## src/rtl/dram_resp_fifo.sv

```systemverilog
// Synchronous response FIFO. out_valid is a flop; out_data is the entry under
// the registered read pointer, so both hold steady until a pop.
module dram_resp_fifo #(
  parameter int W     = 8,
  parameter int DEPTH = 4
) (
  input  logic         clock,
  input  logic         reset,
  input  logic         push,
  input  logic [W-1:0] push_data,
  input  logic         pop,
  output logic         out_valid,
  output logic [W-1:0] out_data
);

  localparam int PW = (DEPTH > 1) ? $clog2(DEPTH) : 1;
  localparam int CW = $clog2(DEPTH + 1);
  localparam logic [PW-1:0] LAST = PW'(DEPTH - 1);
  localparam logic [CW-1:0] FULL = CW'(DEPTH);

  logic [W-1:0]  store [DEPTH];
  logic [PW-1:0] wr_ptr, rd_ptr;
  logic [CW-1:0] count, count_nxt;
  logic          do_pop;

  assign do_pop   = pop && out_valid;
  assign out_data = store[rd_ptr];

  // Occupancy after this cycle's push/pop
  always_comb begin
    count_nxt = count;
    case ({push, do_pop})
      2'b10:   count_nxt = count + 1'b1;
      2'b01:   count_nxt = count - 1'b1;
      default: count_nxt = count;
    endcase
  end

  // Storage, pointers and registered valid; storage cleared so outputs read zero out of reset
  always_ff @(posedge clock or posedge reset) begin
    if (reset) begin
      wr_ptr    <= '0;
      rd_ptr    <= '0;
      count     <= '0;
      out_valid <= 1'b0;
      for (int i = 0; i < DEPTH; i++) store[i] <= '0;
    end else begin
      if (push) begin
        store[wr_ptr] <= push_data;
        wr_ptr        <= (wr_ptr == LAST) ? '0 : wr_ptr + 1'b1;
      end
      if (do_pop) rd_ptr <= (rd_ptr == LAST) ? '0 : rd_ptr + 1'b1;
      count     <= count_nxt;
      out_valid <= (count_nxt != '0);
    end
  end

  // Upstream credit must keep pushes within capacity
  always @(posedge clock) begin
    if (!reset) assert (!(push && !do_pop && count == FULL));
  end

endmodule

```

## config.mk

```make
export PLATFORM = sky130hd
export DESIGN_NAME = dram_resp_fifo
export DESIGN_NICKNAME = d
export VERILOG_FILES = /design/src/rtl/dram_resp_fifo.sv
export SDC_FILE = /design/constraint.sdc
export NUM_CORES = 1
export LEC_CHECK = 0
export CAP_MARGIN = 40
export CORE_MARGIN = 2
export CORE_UTILIZATION = 62
export CTS_BUF_LIST = sky130_fd_sc_hd__clkbuf_8
export DETAILED_ROUTE_END_ITERATION = 8
export GPL_TIMING_DRIVEN = 0
export PLACE_DENSITY = 0.87
export SLEW_MARGIN = 25
export SYNTH_ARGS = -nofsm -noshare
export SYNTH_HDL_FRONTEND = slang
export SYNTH_SLANG_ARGS = --single-unit
```

## constraint.sdc

```tcl
create_clock -name clock -period 3.4 [get_ports clock]
set_input_delay 0.51 -clock clock [delete_from_list [all_inputs] [get_ports clock]]
set_output_delay 0.51 -clock clock [all_outputs]
set_load 0.02 [all_outputs]
```

# After elaboration in Yosys (flattened, before gate mapping)
# Cells that the tools add are included.
# word_totals
register_bits	40
in_bits	12
out_inout_bits	9
elab_cells	33
# op_classes
n_addsub	4
magnitude_cmp	3
n_eq_ne	4
muxes	9
bitwise_logic	2
reduce_logical	3
# op_table
operator	n
$bwmux 32	1
$mux 8	3
$bmux 8 s2	1
$demux 8 s2	1
$eq 2x2->1 const B	3
$ge 3x3->1 const B	2
$not 2->3	2
$pmux 3 s2	1
$add 2x1->2 const B	2
$mux 2	2
$add 3x1->3 const B	1
$lt 3x1->1 const B	1
$reduce_bool 3->1	1
$sub 3x1->3 const B	1
$eq 2x1->1 const B	1
$logic_and 1x1->1	2

# Depth between registers and ports, before layout
# Gate-level depths: netlist of the first run.
# logic_depth
depth_word	6
depth_mapped	7
ltp_nobuf	7

# Worst setup path before layout of the first run
# OpenSTA, ideal clock, no wires.
# synth_path
path_kind	input -> register
startpoint	input port push
endpoint	register out_valid
setup_ps	137
arrival_ps	1761
required_time_ps	3263
setup_slack_ps	1501
stages	7
n_path_buf	1
path_cell_list	buf_4 > inv_2 > ha_1 > fa_1 > mux2_2 > nor2_1 > o211ai_1
# synth_via
elab_chain_len	3
elab_cells_between_ends	4
cone_classes	eq/ne: 2; mux: 1; reduce/logical: 1
# synth_lines
item	line	text
start: declaration	9	input logic push,
$eq 2x1->1 / $eq 2x2->1 (equally long branches)	32	case ({push, do_pop})
$pmux 3 s2 (*)	32	
via count_nxt[1]	23	logic [CW-1:0] count, count_nxt;
$reduce_bool 3->1 (*)	54	out_valid <= (count_nxt != '0);
end signal: assignment	54	
end: declaration	12	output logic out_valid,
# Mark *: on every way through the listed nets, which the timed path passes. The rest lies on a longest branch.
# A chain may end at the register's enable or synchronous reset.

# Worst setup path in the final report of the first run
# layout_path
startpoint	register rd_ptr[0]
endpoint	output port out_data[6]
# layout_via
elab_chain_len	4
# layout_lines
item	line	text
start: declaration	22	logic [PW-1:0] wr_ptr, rd_ptr;
start signal: assignment	52	if (do_pop) rd_ptr <= (rd_ptr == LAST) ? '0 : rd_ptr + 1'b1;
$not 2->3 (not written as such)	27	assign out_data = store[rd_ptr];
$bmux 8 s2	27	
$mux 8 (not written as such) (2 in a row)	27	
end: declaration	13	output logic [W-1:0] out_data
# Every way passes these cells. The select of a mux whose other input is x is not followed.

==> results_dict.tcl, run 1 <==
set metrics [dict create \
    outcome "complete, no violations" \
    grt_use_total_pct 22.8 \
    fin_area_sq_mm 0.00216 \
    hold_buffers 0 \
    whs_path_depth 2 \
    slew_headroom_pct 73.9 \
    routedWlPerCell_microns 19.1 \
    drive_above_1_share_pct 43.0 \
    drtPass1Iterations 4 \
    holdWs_ns 0.499 \
    ys_ff_latch 40 \
    path_class "flop to output port" \
    worst_skew_pair.late_latency_ns 0.29 \
    antennaDiodeCount 0 \
    tritoncts "yes" \
    yosysTopAreaCellShare_pct 55.3 \
    yosysSeqAreaShare_pct 55.3 \
    postLayoutSetupSlackWorst_ns 0.946 \
    placed_cell_area_sq_mm 0.00207 \
    ios 21 \
    start_util_pct 65.6 \
    final_common_cell "dfrtp_1" \
    hold_path.class "input port to flop" \
    endpoint "out_data[6]" \
    die_w_microns 58.0 \
    power.total_mw 2.22 \
    irDropWorstVdd_v 0.000851 \
    wl_microns 3300 \
    required_ns 2.89 \
    final.period_utilization_pct 72.2 \
    crit_arrival_ns 1.94 \
    report.final.hold_viol_count 0 \
    post-place-ws_ns 0.992 \
    yosysUniqueCellTypes 20 \
    clkSinkCount 40 \
    grt_pass1_vias 1095 \
    routabilityCongestion 0.659 \
    chipHeight_microns 58.0 \
    die-area_sq_mm 0.00337 \
    synth_fp_nets 134 \
    setup_tns_ns 0 \
    final_core_util_pct 78.4 \
    setup_viol 0 \
    fp-row-count 19 \
    crit_path_max_fanout 10 \
    areaGrowthSynthToFinish_pct 19.5 \
    nNetsFinal 161 \
    instances_no_fill 173 \
    clk_path_buf_depth 2 \
    rsz0062_at_grt "no" \
    layout_min_cycle_time_ns 2.45 \
    cts.htree.levels 2 \
    cp-start-kind "flop" \
    synth.avg_cell_area_sq_um 15.7 \
    port_buffers 19 \
    skew_ns 0.00294 \
    synth_top_area_cell "dfrtp_1" \
    ant_nets 0 \
    via_per_inst 5.87 \
    reg2reg_slack_ns 1.50 \
    dp.cells 166 \
    endpoint_kind "output port" \
    yosysWarnings 0 \
    antenna_found_initial 0 \
    hpwlAfterDp_microns 2130 \
    grt_pass1_wl_microns 5300 \
    drt_iter0_markers 13 \
    postCtsSetupBuffers 0 \
    fmax_mhz 407 \
    drc 0 \
    final_cell_mix "40 x dfrtp_1, 34 x mux2_2, 19 x clkdlybuf4s50_1" \
    rr_startpoint "out_valid" \
    synth_top_cells_by_area "dfrtp_1 55%, mux2_2 21%, mux4_2 10%" \
    grt.overflow.total 0 \
    root_buffer "clkbuf_8" \
    max_cap_viol_count 0 \
    clk_pin_slew_ns 0.07 \
    core_area_sq_mm 0.00276 \
    num_vias 1015 \
    rr_endpoint "out_valid" \
    cts_buffers 5 \
    cts_resized 0 \
    synthCells 115 \
    worst-r2r-cell-count 7 \
    netlist_area_sq_mm 0.00181 \
    powerDensity_mw_per_mm2 1030 \
    crit_start "rd_ptr[0]" \
    worstMarginPinSlew_ns 0.391 \
    slew_viol_final 0 \
    grt_max_degree 25 \
    leakagePower_nw 0.936 \
]
-- worst max-delay path: stages (launching register included) --
cell and delay, ns:
dfrtp_1 0.37, buf_6 0.18, mux4_2 0.54, clkdlybuf4s50_1 0.56
-- cells in the mapped netlist (all sizes together) --
cell	count
ha	6
inv	5
xnor2	2
o211ai	1
nor2	1
or3	1
buf	3
nand2	6
mux4	8
o21ai	4
nor3	1
or2	1
fa	1
a21o	1
dfrtp	40
mux2	34
-- kinds of logic after synthesis --
logic type	count (synthesis)	synth area share [%]
flops	40	55.3
xor+xnor	2	0.968
mux	42	31.1
simple gates	10	2.97
buf+inv	8	2.35
fa+ha+maj	7	5.26
compound gates	6	2.01
-- layout make-up --
class	count	area (sq um)
Buffer	3	23.8
Clock buffer	7	96.3
Fill cell	169	596
Inverter	5	18.8
Multi-Input combinational cell	67	766
Sequential cell	40	1000
Tap cell	31	38.8
Timing Repair Buffer	20	218
-- power breakdown --
group          switching [mW]  internal (mW)  total, mW
registers               0.138          0.718      0.855
logic                   0.435          0.595       1.03
clock network           0.152          0.180      0.333
total                   0.726           1.49       2.22
-- state kept, by name (all words and copies together) (netlist names) --
signal / count
count: 3
out_valid: 1
rd_ptr: 2
store: 32
wr_ptr: 2
-- worst min-delay path by stage --
stage / from / end / slack [ns]
5_1_grt: store[15] / store[15] / 0.51
3_3_place_gp: store[12] / store[12] / 0.48
3_5_place_dp: store[15] / store[15] / 0.49
4_1_cts: push / wr_ptr[1] / 0.50
6_report: push / wr_ptr[1] / 0.50
2_1_floorplan: store[10] / store[10] / 0.47
-- per-layer routing --
layer,global-route usage (%),up-vias,wire (microns)
li1,-,466,-
met1,26.0,518,1300
met2,39.4,23,1780
met3,7.14,8,135
met4,9.97,0,75
met5,0,-,0
No activity file was read; power rests on OpenSTA's default activity.
==> run 2, diff against run 1 <==
Settings changed: CORE_UTILIZATION 62 to 57, PLACE_DENSITY 0.87 to 0.81.
Clock period 3.4 ns to 2.5 ns, I/O delays scaled along.
==> results_dict.tcl, run 2 (synthesis results as in run 1) <==
set metrics [dict create \
    setup_tns_ns 0 \
    antennaDiodeCount 0 \
    cts_resized 0 \
    slew_headroom_pct 83.1 \
    crit_arrival_ns 1.91 \
    postLayoutSetupSlackWorst_ns 0.218 \
    core_area_sq_mm 0.00303 \
    worstMarginPinSlew_ns 0.253 \
    port_buffers 19 \
    cts_buffers 5 \
    die_w_microns 60.3 \
    hold_buffers 0 \
    worst-r2r-cell-count 7 \
    max_cap_viol_count 0 \
    holdWs_ns 0.315 \
    hold_path.class "input port to async pin" \
    clkSinkCount 40 \
    grt_max_degree 33 \
    routedWlPerCell_microns 16.1 \
    via_per_inst 5.55 \
    irDropWorstVdd_v 0.000679 \
    fmax_mhz 438 \
    post-place-ws_ns 0.225 \
    nNetsFinal 161 \
    drc 0 \
    final_common_cell "dfrtp_1" \
    setup_viol 0 \
    num_vias 1037 \
    wl_microns 3010 \
    areaGrowthSynthToFinish_pct 20.6 \
    hpwlAfterDp_microns 2090 \
    layout_min_cycle_time_ns 2.28 \
    leakagePower_nw 0.942 \
    grt_use_total_pct 19.8 \
    powerDensity_mw_per_mm2 1390 \
    endpoint_kind "output port" \
    report.final.hold_viol_count 0 \
    slew_viol_final 0 \
    die-area_sq_mm 0.00364 \
    final_cell_mix "40 x dfrtp_1, 34 x mux2_2, 19 x clkdlybuf4s50_1" \
    largest_reg_flops 32 \
    drt_iter0_markers 28 \
    path_class "flop to output port" \
    antenna_found_initial 0 \
    clk_pin_slew_ns 0.07 \
    routabilityCongestion 0.688 \
    clk_path_buf_depth 2 \
    ios 21 \
    top_register "store" \
    worst_skew_pair.late_latency_ns 0.29 \
    nFillCells 209 \
    outcome "complete, no violations" \
    fp-row-count 20 \
    cp-start-kind "flop" \
    drtPass1Iterations 4 \
    rsz0062_at_grt "no" \
    crit_path_max_fanout 10 \
    skew_ns 0.00526 \
    largestRegisters "store x32, count x3" \
    chipHeight_microns 60.3 \
    grt.overflow.total 0 \
    postCtsSetupBuffers 0 \
    required_ns 2.12 \
    drive_above_1_share_pct 42.7 \
    ant_nets 0 \
    tritoncts "yes" \
    start_util_pct 59.8 \
    grt_pass1_wl_microns 5060 \
    grt_pass1_vias 1110 \
    root_buffer "clkbuf_8" \
    cts.htree.levels 2 \
    final.period_utilization_pct 91.3 \
]
==> run 2: routing by layer <==
metal / GRT usage [%] / share of wire, % / up-vias
li1: - / - / 468
met1: 25.3 / 43 / 541
met2: 32.9 / 52 / 19
met3: 4.69 / 3.6 / 9
met4: 7.62 / 1.6 / 0
met5: 0 / 0 / -
==> run 2: metrics by stage <==
stage                     utilization [%]  std cells  cell area [sq um]  power, mW
after floorplan                         -        115               1810       2.08
after global placement               67.9        178               2050       2.47
after detailed placement             68.5        179               2070       2.55
after CTS                            72.1        187               2180       3.06
after global routing                 72.1        187               2180       3.21
final                                72.1        187               2180       3.03
==> run 2: report_power, final <==
group / leakage (nW) / internal (mW) / switching [mW]
clock network: 0.0593 / 0.292 / 0.210
registers: 0.473 / 0.975 / 0.166
logic: 0.410 / 0.804 / 0.579
total: 0.942 / 2.07 / 0.954
==> run 2: path summary, 6_finish.rpt <==
kind                            slack, ns  startpoint          end
worst max-delay path                 0.22   rd_ptr[0]  out_data[1]
min in group clock                   0.36        push    wr_ptr[1]
worst min-delay path                 0.31       reset    out_valid
max in group asynchronous            1.76       reset    rd_ptr[0]
worst min register to register       0.50   store[12]    store[12]
worst max register to register       0.64   out_valid    out_valid
==> run 2: final cells by class <==
cell class | instances | area [sq um] | share of cell area, %
sequential | 40 | 1000 | 45.9
buffer | 3 | 23.8 | 1.09
inverter | 5 | 18.8 | 0.860
multi-input combinational | 67 | 766 | 35.1
timing repair buffer | 20 | 210 | 9.63
clock inverter | 3 | 38.8 | 1.78
clock buffer | 5 | 68.8 | 3.15
tap | 44 | 55.1 | 2.52
==> run 2: worst max-delay path, stage by stage (launching register included) <==
cell and delay [ns]:
dfrtp_1 0.37, buf_6 0.19, mux4_2 0.52, clkdlybuf4s50_1 0.55
==> RTL change: new RTL, flow settings as in run 1 <==
Set the parameter `W` to 6 (it was 8).
--- a/src/rtl/dram_resp_fifo.sv
+++ b/src/rtl/dram_resp_fifo.sv
@@ -2,5 +2,5 @@
 // the registered read pointer, so both hold steady until a pop.
 module dram_resp_fifo #(
-  parameter int W     = 8,
+  parameter int W     = 6,
   parameter int DEPTH = 4
 ) (
Interface: changed (resized out_data and push_data); port bits go from 21 to 17. No check against the original RTL was run, so the function may have changed too.
==> RTL change against run 1 <==
  * Non-clock buffer count decreased by 5
  * Routed wire length decreased by 22%
  * Setup slack improved by 0.029 ns
  * Register-to-register slack improved by 0.02 ns
  * Count of clock-buffer cells in the layout decreased by 1
  * Largest power group unchanged
  * Synthesized cell count decreased by 17%
  * Largest cell class unchanged
  * Design area decreased by 18%
  * Highest routed layer unchanged
  * Sequential cell count decreased by 8
  * Critical endpoint is now out_data[0]
  * Power decreased by 20%
  * Area after synthesis decreased by 18%
==> RTL change: results <==
global_routing:
  grt_pass1_wl_um: 4360
  grt_overflow: 0
  grt_max_degree: 33
  grt_pass1_vias: 929
worst_setup_path:
  worstPathArrival_ns: 1.92
  crit_slowest_cell: "mux4_1"
  reg2reg_slack_ns: 1.52
synth:
  yosys.area.top_type_share: 0.541
  synthDistinctLibCells: 17
  syn_nets: 113
  synth_area_leaders: "dfrtp_1 (54%), mux2_2 (20%), mux4_1 (11%)"
  synth_top_cells_by_count: "dfrtp_1 (32), mux2_2 (26), ha_1 (6), mux4_1 (6), nand2_1 (6)"
layout:
  drive_gt1_frac: 0.317
  num-nets-final: 136
  reg.largest.list: "store (24), count (3)"
placement:
  io_buffers: 16
  hpwl_um: 1810
  finalWeightedCongestion: 0.663
  place_area_um2: 1680
timing:
  finClkSkew_ns: 0.00501
  relSlewSlack: 0.566
  min_period_over_period: 0.713
min_path:
  hold_start: "store[5]"
  hold_path.class: "flop to flop"
  hold_end: "store[5]"
  holdPathStages: 1
power:
  peakVddDrop_uv: 699
  leakage_nw: 0.793
drt:
  totalWireLength_um: 2580
  first_iter_violations: 10
  detail_route.wl_per_cell_um: 17.4
status:
  outcome: "completed"
## RTL change: changes by cell type after synthesis
cell            run 1  this run
inv_2               1         0
dfrtp_1            40        32
inv_1               4         5
a21o_2              1         0
a21o_1              0         1
mux4_2              8         0
mux2_2             34        26
mux4_1              0         6
nand2_2             4         0
nand2_1             2         6
buf_2               1         0
## RTL change: layer usage
| metal | vias up | global-route usage | part of all wire |
|---|---|---|---|
| li1 | 395 | - | - |
| met1 | 431 | 0.280 | 0.43 |
| met2 | 20 | 0.385 | 0.51 |
| met3 | 5 | 0.0847 | 0.050 |
| met4 | 0 | 0.0812 | 0.010 |
| met5 | - | 0 | 0 |
## RTL change: cell families after synthesis
| kind of cell | share of synthesized area |
|---|---|
| mux | 0.304 |
| fa+ha+maj | 0.0642 |
| buf+inv | 0.0254 |
| xor+xnor | 0.0118 |
| simple gates | 0.0296 |
| compound gates | 0.0237 |
| flops | 0.541 |
## RTL change: worst max-delay path by stage
stage	from	end	slack, ns	depth (start not counted)
6_report	rd_ptr[1]	out_data[0]	0.97	3
3_5_place_dp	push	out_valid	0.86	7
2_1_floorplan	pop	out_valid	1.54	7
5_1_grt	rd_ptr[1]	out_data[0]	0.92	3
4_1_cts	rd_ptr[1]	out_data[0]	0.96	3
3_3_place_gp	push	out_valid	0.93	7
## RTL change: layout make-up
class	instances	area, um2
buffer	2	18.8
clock buffer	6	82.6
clock inverter	2	10.0
fill	131	465
inverter	5	18.8
multi-input combinational	57	642
sequential	32	801
tap	28	35.0
timing repair buffer	16	160
## RTL change: power breakdown
| part | switching [mW] | internal (mW) |
|---|---|---|
| Clock | 0.133 | 0.161 |
| Combinational | 0.337 | 0.460 |
| Sequential | 0.103 | 0.574 |
